$ cat config.mk
export PLATFORM = sky130hd
export DESIGN_NAME = ether_feeder
export DESIGN_NICKNAME = d
export VERILOG_FILES = /design/src/rtl/ether_pkg.sv /design/src/rtl/byte_fifo.sv /design/src/rtl/ether_feeder.sv
export SDC_FILE = /design/constraint.sdc
export NUM_CORES = 2
export LEC_CHECK = 0
export ABC_AREA = 1
export ABC_CLOCK_PERIOD_IN_PS = 9900
export CELL_PAD_IN_SITES_DETAIL_PLACEMENT = 0
export CELL_PAD_IN_SITES_GLOBAL_PLACEMENT = 2
export CORE_AREA = 4 4 712 538
export CTS_CLUSTER_DIAMETER = 150
export DETAILED_ROUTE_END_ITERATION = 8
export DIE_AREA = 0 0 716 542
export HOLD_SLACK_MARGIN = 0.1
export PLACE_DENSITY = 0.61
export SETUP_SLACK_MARGIN = 0.15
export SLEW_MARGIN = 20
export SYNTH_ARGS = -nofsm -noshare
export SYNTH_HDL_FRONTEND = slang
export SYNTH_SLANG_ARGS = --single-unit
$ cat constraint.sdc
create_clock -name clk -period 9.9 [get_ports clk]
set_input_delay 2.97 -clock clk [delete_from_list [all_inputs] [get_ports clk]]
set_output_delay 2.97 -clock clk [all_outputs]
set_load 0.02 [all_outputs]
$ cat src/rtl/ether_pkg.sv
// Shared types and constants for the ether_feeder dibit transmitter.
package ether_pkg;

  typedef enum logic [2:0] {
    S_IDLE,
    S_PRE,
    S_WAIT,
    S_DATA,
    S_PAD,
    S_DONE,
    S_HOLD
  } state_e;

  localparam int unsigned MIN_PAYLOAD_DIBITS = 184;
  localparam int unsigned DIBITS_PER_BYTE    = 4;

endpackage

$ cat src/rtl/byte_fifo.sv
// Synchronous first-word-fall-through FIFO; rd_data_o always shows the head entry.
module byte_fifo #(
  parameter int unsigned DEPTH = 256,
  parameter int unsigned WIDTH = 9
) (
  input  logic             clk,
  input  logic             rst_n,
  input  logic             wr_en_i,
  input  logic [WIDTH-1:0] wr_data_i,
  input  logic             rd_en_i,
  output logic [WIDTH-1:0] rd_data_o,
  output logic             full_o,
  output logic             empty_o
);

  localparam int unsigned AW = $clog2(DEPTH);
  localparam logic [AW:0] PTR_ONE = 1;

  logic [WIDTH-1:0] mem_q [DEPTH];
  logic [AW:0]      wr_ptr_q;
  logic [AW:0]      rd_ptr_q;
  logic             do_wr;
  logic             do_rd;

  // Extra pointer bit distinguishes full from empty when the indices match.
  assign full_o  = (wr_ptr_q[AW] != rd_ptr_q[AW]) &&
                   (wr_ptr_q[AW-1:0] == rd_ptr_q[AW-1:0]);
  assign empty_o = (wr_ptr_q == rd_ptr_q);
  assign do_wr   = wr_en_i & ~full_o;
  assign do_rd   = rd_en_i & ~empty_o;

  always_ff @(posedge clk or negedge rst_n) begin
    if (!rst_n) begin
      wr_ptr_q <= '0;
      rd_ptr_q <= '0;
    end else begin
      if (do_wr) wr_ptr_q <= wr_ptr_q + PTR_ONE;
      if (do_rd) rd_ptr_q <= rd_ptr_q + PTR_ONE;
    end
  end

  always_ff @(posedge clk) begin
    if (do_wr) mem_q[wr_ptr_q[AW-1:0]] <= wr_data_i;
  end

  assign rd_data_o = mem_q[rd_ptr_q[AW-1:0]];

endmodule

$ cat src/rtl/ether_feeder.sv
// Buffers payload bytes and streams each frame as LSB-first dibits with preamble/complete pulses.
// Define ETHER_FEEDER_PAD_EN to zero-pad short frames up to MIN_PAYLOAD_DIBITS.
module ether_feeder #(
  parameter int unsigned FIFO_DEPTH = 256,
  parameter int unsigned HDR_WAIT   = 88,
  parameter int unsigned HOLDOFF    = 48
) (
  input  logic       clk,
  input  logic       rst_n,
  input  logic       s_valid,
  input  logic       s_last,
  input  logic [7:0] s_data,
  output logic       s_ready,
  output logic       axiov,
  output logic [1:0] axiod,
  output logic       preamble_signal,
  output logic       data_complete,
  output logic       busy,
  output logic       trunc_err
);
  import ether_pkg::*;

  localparam int unsigned AW = $clog2(FIFO_DEPTH);
  localparam int unsigned FW = AW + 1;
  localparam logic [FW-1:0] FB_LAST    = FW'(FIFO_DEPTH - 1);
  localparam logic [FW-1:0] F_ONE      = 1;
  localparam logic [15:0]   WAIT_INIT  = 16'(HDR_WAIT - 2);
  localparam logic [15:0]   HOLD_INIT  = 16'(HOLDOFF - 1);
  localparam logic [1:0]    LAST_PHASE = 2'(DIBITS_PER_BYTE - 1);
`ifdef ETHER_FEEDER_PAD_EN
  localparam logic [11:0]   MIN_DIB    = 12'(MIN_PAYLOAD_DIBITS);
`endif

  logic          rdy_q;
  logic          discard_q;
  logic          trunc_q;
  logic [FW-1:0] fb_cnt_q;
  logic [FW-1:0] frames_q;

  logic          fifo_full;
  logic          fifo_empty;
  logic [8:0]    fifo_dout;
  logic          accept;
  logic          wr_en;
  logic          force_last;
  logic          wr_last;
  logic          frame_in;
  logic          enter_pre;
  logic          pop;
  logic          tmr_zero;

  state_e        state_q;
  logic [15:0]   tmr_q;
  logic [5:0]    sh_q;
  logic [1:0]    phase_q;
  logic          last_q;
  logic [11:0]   dcnt_q;
  logic          axiov_q;
  logic [1:0]    axiod_q;
  logic          pre_q;
  logic          dc_q;

  // While discarding a truncated tail, bytes are swallowed regardless of FIFO space.
  assign s_ready    = rdy_q & (discard_q | ~fifo_full);
  assign accept     = s_valid & s_ready;
  assign wr_en      = accept & ~discard_q;
  assign force_last = ~s_last & (fb_cnt_q == FB_LAST);
  assign wr_last    = s_last | force_last;
  assign frame_in   = wr_en & wr_last;

  assign tmr_zero  = (tmr_q == '0);
  assign enter_pre = (frames_q != '0) & ~fifo_empty &
                     ((state_q == S_IDLE) | ((state_q == S_HOLD) & tmr_zero));
  assign pop       = ((state_q == S_WAIT) & tmr_zero) |
                     ((state_q == S_DATA) & (phase_q == LAST_PHASE) & ~last_q);

  byte_fifo #(
    .DEPTH (FIFO_DEPTH),
    .WIDTH (9)
  ) u_fifo (
    .clk       (clk),
    .rst_n     (rst_n),
    .wr_en_i   (wr_en),
    .wr_data_i ({wr_last, s_data}),
    .rd_en_i   (pop),
    .rd_data_o (fifo_dout),
    .full_o    (fifo_full),
    .empty_o   (fifo_empty)
  );

  always_ff @(posedge clk or negedge rst_n) begin
    if (!rst_n) begin
      rdy_q     <= 1'b0;
      discard_q <= 1'b0;
      trunc_q   <= 1'b0;
      fb_cnt_q  <= '0;
      frames_q  <= '0;
    end else begin
      rdy_q <= 1'b1;
      if (wr_en) begin
        fb_cnt_q <= wr_last ? '0 : fb_cnt_q + F_ONE;
        if (force_last) begin
          discard_q <= 1'b1;
          trunc_q   <= 1'b1;
        end
      end
      if (accept && discard_q && s_last) discard_q <= 1'b0;
      case ({frame_in, enter_pre})
        2'b10:   frames_q <= frames_q + F_ONE;
        2'b01:   frames_q <= frames_q - F_ONE;
        default: frames_q <= frames_q;
      endcase
    end
  end

  always_ff @(posedge clk or negedge rst_n) begin
    if (!rst_n) begin
      state_q <= S_IDLE;
      tmr_q   <= '0;
      sh_q    <= '0;
      phase_q <= '0;
      last_q  <= 1'b0;
      dcnt_q  <= '0;
      axiov_q <= 1'b0;
      axiod_q <= '0;
      pre_q   <= 1'b0;
      dc_q    <= 1'b0;
    end else begin
      pre_q <= 1'b0;
      dc_q  <= 1'b0;
      unique case (state_q)
        S_IDLE: begin
          if (enter_pre) begin
            state_q <= S_PRE;
            pre_q   <= 1'b1;
          end
        end
        S_PRE: begin
          state_q <= S_WAIT;
          tmr_q   <= WAIT_INIT;
        end
        S_WAIT: begin
          if (tmr_zero) begin
            state_q <= S_DATA;
            axiov_q <= 1'b1;
            axiod_q <= fifo_dout[1:0];
            sh_q    <= fifo_dout[7:2];
            last_q  <= fifo_dout[8];
            phase_q <= '0;
            dcnt_q  <= 12'd1;
          end else begin
            tmr_q <= tmr_q - 16'd1;
          end
        end
        S_DATA: begin
          if (phase_q != LAST_PHASE) begin
            axiod_q <= sh_q[1:0];
            sh_q    <= {2'b00, sh_q[5:2]};
            phase_q <= phase_q + 2'd1;
            dcnt_q  <= dcnt_q + 12'd1;
          end else if (!last_q) begin
            // Head byte is already visible on the FWFT output, so the next byte follows without a gap.
            axiod_q <= fifo_dout[1:0];
            sh_q    <= fifo_dout[7:2];
            last_q  <= fifo_dout[8];
            phase_q <= '0;
            dcnt_q  <= dcnt_q + 12'd1;
          end else
`ifdef ETHER_FEEDER_PAD_EN
          if (dcnt_q < MIN_DIB) begin
            state_q <= S_PAD;
            axiod_q <= 2'b00;
            dcnt_q  <= dcnt_q + 12'd1;
          end else
`endif
          begin
            state_q <= S_DONE;
            axiov_q <= 1'b0;
            axiod_q <= 2'b00;
            dc_q    <= 1'b1;
          end
        end
`ifdef ETHER_FEEDER_PAD_EN
        S_PAD: begin
          if (dcnt_q >= MIN_DIB) begin
            state_q <= S_DONE;
            axiov_q <= 1'b0;
            axiod_q <= 2'b00;
            dc_q    <= 1'b1;
          end else begin
            dcnt_q <= dcnt_q + 12'd1;
          end
        end
`endif
        S_DONE: begin
          state_q <= S_HOLD;
          tmr_q   <= HOLD_INIT;
        end
        S_HOLD: begin
          // A pending frame leaves holdoff straight into PRE, skipping the IDLE cycle.
          if (tmr_zero) begin
            if (enter_pre) begin
              state_q <= S_PRE;
              pre_q   <= 1'b1;
            end else begin
              state_q <= S_IDLE;
            end
          end else begin
            tmr_q <= tmr_q - 16'd1;
          end
        end
        default: state_q <= S_IDLE;
      endcase
    end
  end

  assign axiov           = axiov_q;
  assign axiod           = axiod_q;
  assign preamble_signal = pre_q;
  assign data_complete   = dc_q;
  assign busy            = (state_q != S_IDLE);
  assign trunc_err       = trunc_q;

endmodule

# == Word level (Yosys, flattened, before mapping) ==
# Memory sizes are Yosys's and may differ from the RTL's.
# Index checks and enable logic that the tools add are counted.
# word_totals
register_bits,72
ram_bits,2304
in_bits,12
out_inout_bits,8
wordCells,129
n_memories,1
# classes
n_addsub,7
n_eq_ne,20
n_mux,42
bitwise,22
n_reduce_logical,21
# mem_list
name,words,word_bits,read_ports,rd_ports_with_merged_regs,wr,line_no,text
u_fifo.mem_q,256,9,1,0,1,byte_fifo.sv:19,logic [WIDTH-1:0] mem_q [DEPTH];
# ops
op,count
16-bit case mux with 3 select lines,1
9-bit by 1-bit adder with 9-bit output (second input constant),4
6-bit two-way mux,3
3-bit case mux with 6 select lines,1
9-bit case mux with 2 select lines,1
1-bit two-way mux,17
16-bit logical NOT,1
16-bit two-way mux,1
16-bit by 1-bit subtractor with 16-bit output (second input constant),1
3-bit two-way mux,5
2-bit != test (second input constant),7
1-bit AND,13
2-bit two-way mux,6
6-bit case mux with 2 select lines,1
9-bit by 8-bit == test with 1-bit output (second input constant),1
9-bit == test,1
9-bit two-way mux,1
9-bit nonzero test,1
9-bit by 1-bit subtractor with 9-bit output (second input constant),1
8-bit == test,1
2-bit case mux with 2 select lines,2
2-bit AND reduction,4
2-bit nonzero test,4
3-bit by 2-bit == test with 1-bit output (second input constant),2
17 further kinds,32

# == Longest topological paths before layout ==
# depth
ltp_word,10
ltp_mapped,25
mapped_depth_nobuf,23

# == Cells and area by module ==
# A second synthesis with hierarchy kept.
# unflattened
cells_unflattened,9424
hier_area_um2,101143.3
# by_module_without_submodules
module,instances,cells_per_inst,area_per_inst_um2,seq_area_each_um2
byte_fifo,1,8992,97900.1,69636.8
ether_feeder,1,432,3243.1,1351.3

# == Worst setup path before layout ==
# No wires, ideal clock.
# synth_timing
path_kind,input to register
from,in s_last
to,mem u_fifo.mem_q[0][8] (data pin)
setup_time_ps,785
t_arrival_ps,5836
t_required_ps,9115
slack_ps,3279
path_stages,2
n_path_buf,0
cell_sequence,nor2_1 > inv_1
# synth_via
elab_chain_cells,3
# synth_rtl
item,line_no,text
"start, declared",ether_feeder.sv:11,"input logic s_last,"
1-bit NOT,ether_feeder.sv:67,assign force_last = ~s_last & (fb_cnt_q == FB_LAST);
1-bit AND,ether_feeder.sv:67,
1-bit bitwise OR *,ether_feeder.sv:68,assign wr_last = s_last | force_last;
named net wr_last,ether_feeder.sv:46,logic wr_last;
"end, declared",byte_fifo.sv:19,
# Mark *: on every way through the listed nets, which the timed path passes. The rest lies on a longest branch.

# == Worst setup path in the final report ==
# layout_timing
from,reg u_fifo.rd_ptr_q[2]
to,out s_ready
# layout_via
elab_chain_cells,5
# layout_rtl
item,line_no,text
"start, declared",byte_fifo.sv:21,logic [AW:0] rd_ptr_q;
"start signal, assigned",byte_fifo.sv:38,if (do_rd) rd_ptr_q <= rd_ptr_q + PTR_ONE;
8-bit == test,byte_fifo.sv:27,(wr_ptr_q[AW-1:0] == rd_ptr_q[AW-1:0]);
1-bit logical AND,byte_fifo.sv:26,assign full_o = (wr_ptr_q[AW] != rd_ptr_q[AW]) &&
1-bit NOT,ether_feeder.sv:64,assign s_ready = rdy_q & (discard_q | ~fifo_full);
1-bit bitwise OR,ether_feeder.sv:64,
1-bit AND,ether_feeder.sv:64,
"end, declared",ether_feeder.sv:13,"output logic s_ready,"
# No other way between the ends.

==> impl_metrics.yaml <==
drt:
  drt_iter0_markers: 7548
  drt_pre_antenna_iters: 6
  routed_via_density: 4.810
  drc: 0
  detail_route.wl_per_cell_um: 25.19
  dr_total_vias: 63990
  overall_routed_net_length_um: 335100
  antenna_left: 0
final_layout:
  register_area_um2: 71000
  design.final.nets: 8124
  final-instance-count-excl-fill: 13300
  flow.area_growth_from_synthesis_pct: 12.82
  multiInputGateArea_um2: 23000
  drive_above_1_share_pct: 6.331
  filler_cell_count: 38500
yosys:
  post_synth_instance_area_um2: 97470
  synthAdderAreaFrac_pct: 0.2516
  synth_common_cells: "edfxtp_1, nor2_1, nand2_1, o21ai_0, nand3_1"
  post_synthesis_compound_gate_area_fraction_pct: 8.794
  asyncSetResetFlopFracSynth_pct: 3.030
  synthTopCellsByArea: "edfxtp_1, nor2_1, o21ai_0"
  yosysSeqAreaShare_pct: 72.83
  synth-simple-area-share_pct: 14.23
  synth.area.mux_share_pct: 0.02054
  synth_nets: 8268
  avgSynthCellArea_um2: 11.83
  netlist.area_leader.share_pct: 70.98
  flip_flop_and_latch_count_after_synthesis: 2376
  dominant_combinational_cell_family_by_area_after_synthesis: "simple AND/OR/NAND/NOR gates"
  synthesis.instances: 8237
  number_of_enable_flip_flop_cells_after_synthesis: 2304
  yosys.area_share.xor_xnor_pct: 0.2516
  synth-main-ff-cell: "edfxtp_1"
  yosysWarnings: 0
  synth_cell_type_count: 46
  synth.most_common_cell: "edfxtp_1"
  library_cell_occupying_the_most_area_in_the_post_synthesis_netlist: "edfxtp_1"
place:
  placement.io_buffers: 19
  placedCellCount: 12880
  place.gp.congestion: 0.8299
  place_hpwl_um: 200300
cts:
  clock_tree_from_tritoncts: "done"
  post_cts_resize_count: 0
  htree_num_levels: 4
  post_cts_hold_buffer_count: 0
  cts_post_setup_buffers_inserted: 0
  cts_buf_count: 236
  clock_tree.buffer_depth: 4
  cts_sinks: 2376
  cts.root.buffer_cell: "clkbuf_16"
  cts.reportedPaths.clkPinSlew_ns: 0.06
  insertion_delay_ns: 0.92
critical_path:
  timing.reg2reg.setup_slack_ns: 4.75
  crit_path_end_kind: "primary output"
  critPathMaxFanout: 25
  worst-setup-path-type: "flip-flop to primary output"
  ff2ff_path_depth: 17
  worst_ep_arrival_time_ns: 3.35
  worstPathRequired_ns: 6.93
  critical_r2r_capture: "sh_q[2]"
  reg2reg_from: "u_fifo.rd_ptr_q[0]"
  worstSetupStartpointType: "flip-flop"
min_path:
  min-delay-path-class: "flip-flop to flip-flop"
  hold_path.startpoint: "trunc_err"
  number_of_instances_on_the_worst_hold_path: 2
  worstHoldEndpoint: "trunc_err"
floorplan:
  core_area_um2: 375200
  ios: 20
  dieWidth_um: 716
  initial_utilization_pct: 25.97
  die_h_um: 542
  die_footprint_um2: 388100
  fp-row-count: 195
timing:
  setup_repair_after_global_routing_missed_its_margin: "no"
  max_freq_mhz: 158.1
  setup_viol: 0
  skew_ns: 0.04895
  worst-slew-pin-transition_ns: 1.194
  max-slew-margin-rel_pct: 20.19
  fin_tns_setup_ns: 0
  slew_violations: 0
  layout_min_cycle_time_ns: 6.325
  period_share_pct: 63.88
  timing.final.hold_violations: 0
outcome:
  outcome: "completed"
global_route:
  first_global_vias: 62580
  grt_antenna_before_repair: 29
  use_met2_pct: 23.73
  gr_peak_layer: "met1"
  grt.overflow.total: 0
  met1_usage_pct: 25.31
  gr-usage-all-layers_pct: 16.72
  grt_start_max_net_pins: 163
  global_route.usage.met3_pct: 4.498
  global_route_wire_length_before_repair_um: 468600
power_and_ir_drop:
  pwr_density_cell_nw_per_um2: 188.3
  peakVddDrop_mv: 0.1320
  leakage_nw: 36.45
flow_run:
  maxCapViolCount: 0
[how the worst max path moves through the flow]
stage                            start                   end  slack (ns)  depth (start not counted)
floorplan                       s_last    u_fifo.mem_q[0][8]        3.28                          2
global placement                s_last           frames_q[7]        3.31                         17
detailed placement             s_valid  u_fifo.mem_q[254][0]        3.31                          7
CTS                 u_fifo.rd_ptr_q[1]               s_ready        3.54                          7
global route        u_fifo.rd_ptr_q[2]               s_ready        3.45                          7
finish              u_fifo.rd_ptr_q[2]               s_ready        3.58                          7
[kinds of logic (layout without fill, tap and decap cells)]
group                      count (synthesis)  in the layout
AOI/OAI and AO/OA                       1571           1571
and+or+nand+nor                         3490           3490
buffers and inverters                    750            790
adders and majority gates                 19             19
DFF                                     2376           2376
other                                      1              5
xor gates and xnor gates                  28             28
muxes                                      2              2
[area by class of cell]
type,instances,share of cell area (%)
sequential,2376,64.57
timing repair buffer,145,1.215
inverter,223,0.7964
antenna,4,0.009102
clock inverter,130,1.137
clock buffer,292,5.646
tap,5023,5.715
multi-input combinational,5111,20.92
[power breakdown]
group | switching [mW] | internal [mW]
sequential | 0.0494 | 11.1
clock | 3.94 | 5.02
combinational | 0.520 | 0.0871
[metrics by stage]
stage / util [%] / total power [mW] / hold WS, ns / cell area, µm² / setup WS, ns
final: 29.31 / 20.70 / 0.4773 / 110000 / 3.575
after global routing: 29.30 / 21.38 / 0.5111 / 110000 / 3.451
after CTS: 29.30 / 20.90 / 0.4855 / 110000 / 3.543
after detailed placement: 27.32 / 11.96 / 0.4677 / 102500 / 3.311
after global placement: 27.32 / 11.97 / 0.4534 / 102500 / 3.306
after floorplan: - / 11.52 / 0.4492 / 97470 / 3.279
[sequential cells by signal (all words and copies together), names as in the netlist]
signal / cells
state_q: 3
last_q: 1
u_fifo.rd_ptr_q: 9
preamble_signal: 1
phase_q: 2
rdy_q: 1
u_fifo.mem_q: 2304
sh_q: 6
data_complete: 1
trunc_err: 1
axiov: 1
tmr_q: 16
fb_cnt_q: 9
discard_q: 1
frames_q: 9
u_fifo.wr_ptr_q: 9
axiod: 2
[placed cells by master, fill, tap and decap left out, types with 10 or more instances in the layout]
cell and instances:
buf_4 114, clkbuf_1 49, nand2_1 1066, or2_2 17, clkinvlp_4 10, clkinv_2 45
o22ai_1 97, o21ai_0 1058, ha_1 18, buf_12 13, inv_1 210, o211ai_1 214
bufinv_16 23, clkdlybuf4s50_1 10, nand3_2 10, clkbuf_16 238, dfrtp_1 68, clkinv_1 43
a21oi_1 136, o21ai_1 47, xor2_1 13, nand4_1 14, nand3_1 445, nor2_1 1908
edfxtp_1 2304, xnor2_1 15
[routing by layer]
layer	routed length [µm]	share of wire (%)	up-vias
met5	14	0.0042	-
met4	6561	2.0	4
met3	28880	8.6	372
met2	138100	41	2222
met1	161600	48	32600
li1	-	-	28790
[critical path, cell delays in order, from the launching register on]
cell	delay, ns
dfrtp_4	0.75
xnor2_1	0.20
nand4_1	0.15
nor2_1	0.21
nand3_1	0.37
nand2_1	0.20
inv_2	0.06
clkdlybuf4s50_1	0.53
Power figures use the tool's default switching activity.
